### src/rtl/store_buffer_pkg.sv
// Shared data-memory access-type codes plus the size and load-extension helpers
// used by the store buffer, its range comparator and the memory model.
package store_buffer_pkg;

  localparam logic [2:0] DM_BYTE   = 3'b000;
  localparam logic [2:0] DM_HALF   = 3'b001;
  localparam logic [2:0] DM_WORD   = 3'b010;
  localparam logic [2:0] DM_BYTE_U = 3'b100;
  localparam logic [2:0] DM_HALF_U = 3'b101;

  // Unknown codes size as a word so an unrecognised access never under-reports overlap.
  function automatic logic [2:0] dm_size(input logic [2:0] t);
    case (t)
      DM_BYTE, DM_BYTE_U: dm_size = 3'd1;
      DM_HALF, DM_HALF_U: dm_size = 3'd2;
      default:            dm_size = 3'd4;
    endcase
  endfunction

  function automatic logic [31:0] dm_extend(input logic [31:0] d, input logic [2:0] t);
    case (t)
      DM_BYTE:   dm_extend = {{24{d[7]}}, d[7:0]};
      DM_BYTE_U: dm_extend = {24'd0, d[7:0]};
      DM_HALF:   dm_extend = {{16{d[15]}}, d[15:0]};
      DM_HALF_U: dm_extend = {16'd0, d[15:0]};
      default:   dm_extend = d;
    endcase
  endfunction

endpackage

### src/rtl/store_buffer_if.sv
// Datapath-side store/load handshake and the data-memory port of the store buffer.
// master = datapath plus memory environment, slave = store buffer.
interface store_buffer_if #(parameter int AW = 9);
  logic          st_valid;
  logic          st_ready;
  logic [AW-1:0] st_addr;
  logic [31:0]   st_data;
  logic [2:0]    st_type;
  logic          ld_req;
  logic [AW-1:0] ld_addr;
  logic [2:0]    ld_type;
  logic [31:0]   ld_data;
  logic          ld_stall;
  logic          dm_wr;
  logic [AW-1:0] dm_addr;
  logic [31:0]   dm_din;
  logic [2:0]    dm_type;
  logic [31:0]   dm_dout;
  logic          sb_empty;

  modport master (
    output st_valid, st_addr, st_data, st_type, ld_req, ld_addr, ld_type, dm_dout,
    input  st_ready, ld_data, ld_stall, dm_wr, dm_addr, dm_din, dm_type, sb_empty
  );

  modport slave (
    input  st_valid, st_addr, st_data, st_type, ld_req, ld_addr, ld_type, dm_dout,
    output st_ready, ld_data, ld_stall, dm_wr, dm_addr, dm_din, dm_type, sb_empty
  );
endinterface

### src/rtl/sb_range_cmp.sv
// Byte-range comparator between one pending store entry and the current load.
// Ranges are widened by one bit so an access at the top of memory never wraps.
module sb_range_cmp
  import store_buffer_pkg::*;
#(
  parameter int AW = 9
) (
  input  logic [AW-1:0] i_e_addr,
  input  logic [2:0]    i_e_type,
  input  logic [AW-1:0] i_l_addr,
  input  logic [2:0]    i_l_type,
  output logic          o_overlap,
  output logic          o_exact_match
);

  logic [AW:0] w_e_lo, w_e_hi, w_l_lo, w_l_hi;

  assign w_e_lo = {1'b0, i_e_addr};
  assign w_l_lo = {1'b0, i_l_addr};
  assign w_e_hi = w_e_lo + (AW+1)'(dm_size(i_e_type)) - (AW+1)'(1);
  assign w_l_hi = w_l_lo + (AW+1)'(dm_size(i_l_type)) - (AW+1)'(1);

  assign o_overlap     = (w_e_lo <= w_l_hi) && (w_l_lo <= w_e_hi);
  assign o_exact_match = (i_e_addr == i_l_addr) && (dm_size(i_e_type) == dm_size(i_l_type));

endmodule

### src/rtl/store_buffer.sv
// Store buffer: FIFO of committed stores draining one per cycle into data memory,
// loads take the port first and stall on overlap. Define SB_FWD_EN for store-to-load forwarding.
module store_buffer
  import store_buffer_pkg::*;
#(
  parameter int DEPTH = 4,
  parameter int AW    = 9
) (
  input logic          clk,
  input logic          rst,
  store_buffer_if.slave bus
);

  localparam int PW = $clog2(DEPTH);

  logic [AW-1:0] r_addr [DEPTH];
  logic [31:0]   r_data [DEPTH];
  logic [2:0]    r_type [DEPTH];
  logic [PW-1:0] r_head, r_tail;
  logic [PW:0]   r_count;

  logic [DEPTH-1:0] w_overlap, w_exact;
  logic             w_hit;
  logic [PW-1:0]    w_hit_idx;
  logic             w_fwd, w_stall, w_load_port, w_push, w_drain;

  for (genvar g = 0; g < DEPTH; g++) begin : g_cmp
    sb_range_cmp #(.AW(AW)) u_cmp (
      .i_e_addr      (r_addr[g]),
      .i_e_type      (r_type[g]),
      .i_l_addr      (bus.ld_addr),
      .i_l_type      (bus.ld_type),
      .o_overlap     (w_overlap[g]),
      .o_exact_match (w_exact[g])
    );
  end

  // Scan oldest to youngest so the last valid overlap written is the youngest one.
  always_comb begin
    // NOTE: every combinational output gets a default first so no latch is inferred.
    w_hit     = 1'b0;
    w_hit_idx = '0;
    for (int k = DEPTH - 1; k >= 0; k--) begin
      if (((PW+1)'(k) < r_count) && w_overlap[r_tail - PW'(k + 1)]) begin
        w_hit     = 1'b1;
        w_hit_idx = r_tail - PW'(k + 1);
      end
    end
  end

`ifdef SB_FWD_EN
  assign w_fwd       = w_hit && w_exact[w_hit_idx];
  assign bus.ld_data = w_fwd ? dm_extend(r_data[w_hit_idx], bus.ld_type) : bus.dm_dout;
`else
  logic w_unused_fwd;
  assign w_unused_fwd = ^{w_exact, w_hit_idx};
  assign w_fwd        = 1'b0;
  assign bus.ld_data  = bus.dm_dout;
`endif

  assign w_stall      = bus.ld_req && w_hit && !w_fwd;
  assign w_load_port  = bus.ld_req && !w_stall && !w_fwd;
  assign w_drain      = (r_count != '0) && !w_load_port;
  assign w_push       = bus.st_valid && bus.st_ready;

  assign bus.st_ready = r_count < (PW+1)'(DEPTH);
  assign bus.sb_empty = r_count == '0;
  assign bus.ld_stall = w_stall;

  always_comb begin
    bus.dm_wr   = 1'b0;
    bus.dm_addr = '0;
    bus.dm_din  = '0;
    bus.dm_type = bus.ld_type;
    if (w_load_port) begin
      bus.dm_addr = bus.ld_addr;
    end else if (w_drain) begin
      bus.dm_wr   = 1'b1;
      bus.dm_addr = r_addr[r_head];
      bus.dm_din  = r_data[r_head];
      bus.dm_type = r_type[r_head];
    end
  end

  // NOTE: sequential state uses non-blocking assignments so every register samples pre-edge values.
  always_ff @(posedge clk or posedge rst) begin
    if (rst) begin
      r_head  <= '0;
      r_tail  <= '0;
      r_count <= '0;
    end else begin
      if (w_push)  r_tail <= r_tail + PW'(1);
      if (w_drain) r_head <= r_head + PW'(1);
      r_count <= r_count + (PW+1)'(w_push) - (PW+1)'(w_drain);
    end
  end

  // NOTE: entry storage has no reset; r_count alone decides which entries are live.
  always_ff @(posedge clk) begin
    if (w_push) begin
      r_addr[r_tail] <= bus.st_addr;
      r_data[r_tail] <= bus.st_data;
      r_type[r_tail] <= bus.st_type;
    end
  end

endmodule
### src/flat_wrapper.sv
// flat-port wrapper written by rule: the top's interface ports become plain ports
module store_buffer_flat import store_buffer_pkg::*;
#(
  parameter int DEPTH = 4,
  parameter int AW    = 9
)
  (clk, rst, bus_st_valid, bus_st_addr, bus_st_data, bus_st_type, bus_ld_req, bus_ld_addr, bus_ld_type, bus_dm_dout, bus_st_ready, bus_ld_data, bus_ld_stall, bus_dm_wr, bus_dm_addr, bus_dm_din, bus_dm_type, bus_sb_empty);
  store_buffer_if #(.AW(AW)) bus_i ();
  input logic clk;
  input logic rst;
  input wire logic [$bits(bus_i.st_valid)-1:0] bus_st_valid;
  input wire logic [$bits(bus_i.st_addr)-1:0] bus_st_addr;
  input wire logic [$bits(bus_i.st_data)-1:0] bus_st_data;
  input wire logic [$bits(bus_i.st_type)-1:0] bus_st_type;
  input wire logic [$bits(bus_i.ld_req)-1:0] bus_ld_req;
  input wire logic [$bits(bus_i.ld_addr)-1:0] bus_ld_addr;
  input wire logic [$bits(bus_i.ld_type)-1:0] bus_ld_type;
  input wire logic [$bits(bus_i.dm_dout)-1:0] bus_dm_dout;
  output wire logic [$bits(bus_i.st_ready)-1:0] bus_st_ready;
  output wire logic [$bits(bus_i.ld_data)-1:0] bus_ld_data;
  output wire logic [$bits(bus_i.ld_stall)-1:0] bus_ld_stall;
  output wire logic [$bits(bus_i.dm_wr)-1:0] bus_dm_wr;
  output wire logic [$bits(bus_i.dm_addr)-1:0] bus_dm_addr;
  output wire logic [$bits(bus_i.dm_din)-1:0] bus_dm_din;
  output wire logic [$bits(bus_i.dm_type)-1:0] bus_dm_type;
  output wire logic [$bits(bus_i.sb_empty)-1:0] bus_sb_empty;
  assign bus_i.st_valid = bus_st_valid;
  assign bus_i.st_addr = bus_st_addr;
  assign bus_i.st_data = bus_st_data;
  assign bus_i.st_type = bus_st_type;
  assign bus_i.ld_req = bus_ld_req;
  assign bus_i.ld_addr = bus_ld_addr;
  assign bus_i.ld_type = bus_ld_type;
  assign bus_i.dm_dout = bus_dm_dout;
  assign bus_st_ready = bus_i.st_ready;
  assign bus_ld_data = bus_i.ld_data;
  assign bus_ld_stall = bus_i.ld_stall;
  assign bus_dm_wr = bus_i.dm_wr;
  assign bus_dm_addr = bus_i.dm_addr;
  assign bus_dm_din = bus_i.dm_din;
  assign bus_dm_type = bus_i.dm_type;
  assign bus_sb_empty = bus_i.sb_empty;
  store_buffer #(.DEPTH(DEPTH), .AW(AW)) u_core (.clk(clk), .rst(rst), .bus(bus_i));
endmodule
### config.mk
export PLATFORM = sky130hd
export DESIGN_NAME = store_buffer_flat
export DESIGN_NICKNAME = d
export VERILOG_FILES = /design/src/rtl/store_buffer_pkg.sv /design/src/rtl/store_buffer_if.sv /design/src/rtl/sb_range_cmp.sv /design/src/rtl/store_buffer.sv /design/src/flat_wrapper.sv
export SDC_FILE = /design/constraint.sdc
export NUM_CORES = 1
export LEC_CHECK = 0
export CAP_MARGIN = 20
export CORE_MARGIN = 4
export CORE_UTILIZATION = 45
export CTS_CLUSTER_SIZE = 24
export DETAILED_ROUTE_END_ITERATION = 10
export PLACE_DENSITY_LB_ADDON = 0.3
export SLEW_MARGIN = 20
export SYNTH_ARGS = -nofsm -noshare
export SYNTH_HDL_FRONTEND = slang
export SYNTH_SLANG_ARGS = --single-unit
### constraint.sdc
create_clock -name clk -period 10.81 [get_ports clk]
set_input_delay 2.162 -clock clk [delete_from_list [all_inputs] [get_ports clk]]
set_output_delay 2.162 -clock clk [all_outputs]
set_load 0.02 [all_outputs]
==> run_results.csv <==
group,metric,value,unit
setup_path,critPathKind,"input pin to primary output",
die,initial_utilization,46.22,%
status,status,"finished, final reports clean",
die,core_area,24530,sq um
grt,grt_max_degree,39,
cells_and_area,nets,1219,
drt,routed.top_layer,"met5",
clock_tree,numCtsBuffers,17,
synthesis,seq_area_frac_synth,48.15,%
clock_tree,root_buffer,"clkbuf_16",
clock_tree,htree_num_levels,4,
hold_path,min_path_type,"flip-flop to flip-flop",
timing,fmax,0.1001,GHz
cells_and_area,syn2layout_area_growth,16.83,%
pwr,switchingPower,0.001300,W
synthesis,yosysMostFrequentCell,"edfxtp_1",
grt,grt_pass1_wl,40140,um
synthesis,yosysWarnings,0,
synthesis,syn_nets,1131,
synthesis,ys_seq_elements,183,
die,dieArea,27800,sq um
timing,slew_headroom,50.90,%
clock_tree,clock_path_buffers,2,
cells_and_area,drive_above_1_share,10.91,%
synthesis,synth_top_area_share,46.61,%
grt,track_usage,18.53,%
setup_path,required,8.65,ns
synthesis,synth_common_cells,"176 x edfxtp_1, 135 x ha_1, 117 x inv_1",
place,routabilityCongestion,0.9217,
synthesis,synth_top_cell_by_area,"edfxtp_1",
drt,wire_per_inst,19.30,um
synthesis,synth_cell_types,59,
drt,drt-met1-wl,11530,um
clock_tree,hold_buffers,0,
cells_and_area,fill_cells,2103,
cells_and_area,final_core_util,54.00,%
die,die_w,166.7,um
synthesis,synth_ff_type,"edfxtp_1",
grt,antenna_found_initial,1,
synthesis,synth_edf_count,176,
pwr,p_clk_share,19.7,%
setup_path,reg2regPathDepth,28,
synthesis,synth_area_leaders,"edfxtp_1 47%, ha_1 15%, mux4_2 8.7%",
drt,detail_route.vias_per_cell,5.436,
setup_path,path_max_fanout,21,
clock_tree,cts.repair.resized,0,
timing,fin_hold_ws,0.6996,ns
synthesis,netlist_instances,898,
drt,wl_met2,12270,um
synthesis,synth.avg_cell_area,12.63,sq um
pwr,seqPwrFrac,29.2,%
setup_path,crit_chain,"clkdlybuf4s50_1 > buf_4 > inv_1 > ha_1 > inv_1 > ha_1 > fa_1 > a211oi_2 > o21bai_1 > a21oi_1 > xor2_1 > ha_1 > nand4_1 > nor2_1 > nand2_1 > o21ai_0 > o31ai_1 > o22ai_1 > o41ai_4 > buf_4 > mux2i_1 > clkdlybuf4s50_1",
drt,ant_nets,0,
grt,overflow,0,
setup_path,startpoint_type,"input pin",
setup_path,r2r_end,"u_core.r_count[2]",
setup_path,crit_slowest_cell,"clkdlybuf4s50_1",
timing,skew,0.01553,ns
setup_path,arrival,7.83,ns
cells_and_area,antenna_cells,0,
setup_path,path_common_cell,"ha_1",
setup_path,critPathCaptureType,"primary output",
place,placedCellCount,1291,
place,hpwlAfterDp,19110,um
drt,postRouteWirelength,25540,um
timing,fin_setup_tns,0,ns
clock_tree,cts_setup_buffers,0,
drt,first_pass_iters,4,
drt,met3_wirelength,1352,um
pwr,p_comb_share,51.1,%
timing,fin_crit,9.995,ns
synthesis,synthArstFlopShare,3.825,%
setup_path,slowest_delay,0.65,ns
die,ios,172,
hold_path,hold_depth,2,
drt,drc,0,
cells_and_area,fin_cells,1323,
hold_path,worstHoldStart,"u_core.r_count[2]",
grt,grt_pass1_vias,7375,
pwr,vdd_ir_drop_max,0.1882,mV
clock_tree,clkTransAtPathRegs,0.08,ns
timing,worst_slew_pin_slew,0.7262,ns
die,die_y,166.7,um
pwr,p_leak,5.389,nW
place,portBuffers,107,
synthesis,synth_area,11340,sq um
drt,drt_iter0_drc,406,
setup_path,r2r_setup_slack,4.42,ns
run,maxCapViolCount,0,
timing,period_share,92.46,%
setup_path,r2r-start,"u_core.r_type[3][1]",
pwr,p_int,0.002038,W
hold_path,holdPathEnd,"u_core.r_tail[0]",
die,row_count,57,
clock_tree,cts_tree,"yes",
pwr,powerDensity,252.0,nW/um^2
clock_tree,worstSkewPairLatency,0.44,ns
timing,final_hold_viol_count,0,
timing,rsz0062_at_grt,"false",
timing,setup_viol,0,
pwr,switching_share,38.95,%
drt,num_vias,7192,
clock_tree,cts_sinks,183,
timing,maxSlewViolCount,0,
[how the worst max path moves through the flow]
stage                                 to  cells past startpoint  slack (ns)      startpoint
after floorplan           bus_dm_type[1]                     21        2.27  bus_ld_type[1]
after global placement    bus_dm_type[1]                     22        0.91  bus_ld_addr[1]
after detailed placement   bus_dm_din[0]                     23        0.85  bus_ld_addr[1]
after CTS                 bus_dm_type[1]                     22        0.81  bus_ld_addr[1]
after global routing      bus_dm_din[12]                     23        0.42  bus_ld_addr[1]
final                     bus_dm_type[1]                     22        0.82  bus_ld_addr[1]
[flip-flops by register name (all words and copies together) (netlist names)]
name,cells
u_core.r_data,128
u_core.r_head,2
u_core.r_type,12
u_core.r_addr,36
u_core.r_tail,2
u_core.r_count,3
[cell usage in the layout, fill, tap and decap left out, drive strengths merged, types with 11 or more instances in the layout]
master,instances
buf,11
o21bai,12
nand3,14
mux2i,13
inv,126
edfxtp,176
a21o,25
clkbuf,17
nor2,37
nand2,32
mux4,44
a21oi,46
xor2,13
xnor2,20
nor2b,36
clkdlybuf4s50,107
a211oi,14
o21ai,19
ha,135
[per-layer routing]
metal  track usage [%]  up-vias
li1                  -     3479
met1             24.99     3513
met2             30.56      169
met3             4.409       29
met4             4.625        2
met5                 0        -
[per-stage QoR]
step           area (sq um)  worst slack [ns]  total power, W
3_5_place_dp          12590            0.8459        0.002701
3_3_place_gp          12590            0.9075        0.002688
5_1_grt               13250            0.4218        0.003564
2_1_floorplan         11340             2.269        0.002093
4_1_cts               13250            0.8141        0.003373
6_report              13250            0.8152        0.003339
[worst max-delay path: cells and delay by family]
kind	cells	cell delay [ns]
buffers and inverters	6	1.69
XOR/XNOR	1	0.38
adder cells (fa/ha/maj)	4	1.26
multiplexers	1	0.31
AND/OR/NAND/NOR	3	0.21
AO/OA/AOI/OAI	7	1.82
[cell families (layout without fill, tap and decap cells)]
logic type | Yosys count | in the layout | synth area share [%]
AO/OA/AOI/OAI | 153 | 153 | 9.191
adder cells (fa/ha/maj) | 141 | 141 | 15.96
buffers and inverters | 167 | 268 | 6.753
AND/OR/NAND/NOR | 162 | 162 | 7.316
flip-flops | 183 | 183 | 48.15
XOR/XNOR | 33 | 33 | 2.549
multiplexers | 59 | 59 | 10.08
[power by group through the flow]
stage                     Sequential, W  Clock, W  Combinational [W]
after floorplan                0.000941         0            0.00115
after global placement         0.000989         0            0.00170
after detailed placement       0.000993         0            0.00171
after CTS                      0.000976  0.000671            0.00173
after global routing           0.000989  0.000705            0.00187
final                          0.000974  0.000658            0.00171
[area by class of cell]
| cell class | instances | area, sq um | area share (%) |
|---|---|---|---|
| Sequential cell | 183 | 5463 | 41.24 |
| Multi-Input combinational cell | 548 | 5130 | 38.72 |
| Timing Repair Buffer | 118 | 1154 | 8.708 |
| Inverter | 118 | 442.9 | 3.343 |
| Clock buffer | 17 | 425.4 | 3.211 |
| Tap cell | 324 | 405.4 | 3.060 |
| Clock inverter | 15 | 227.7 | 1.719 |
Power figures use the tool's default switching activity.
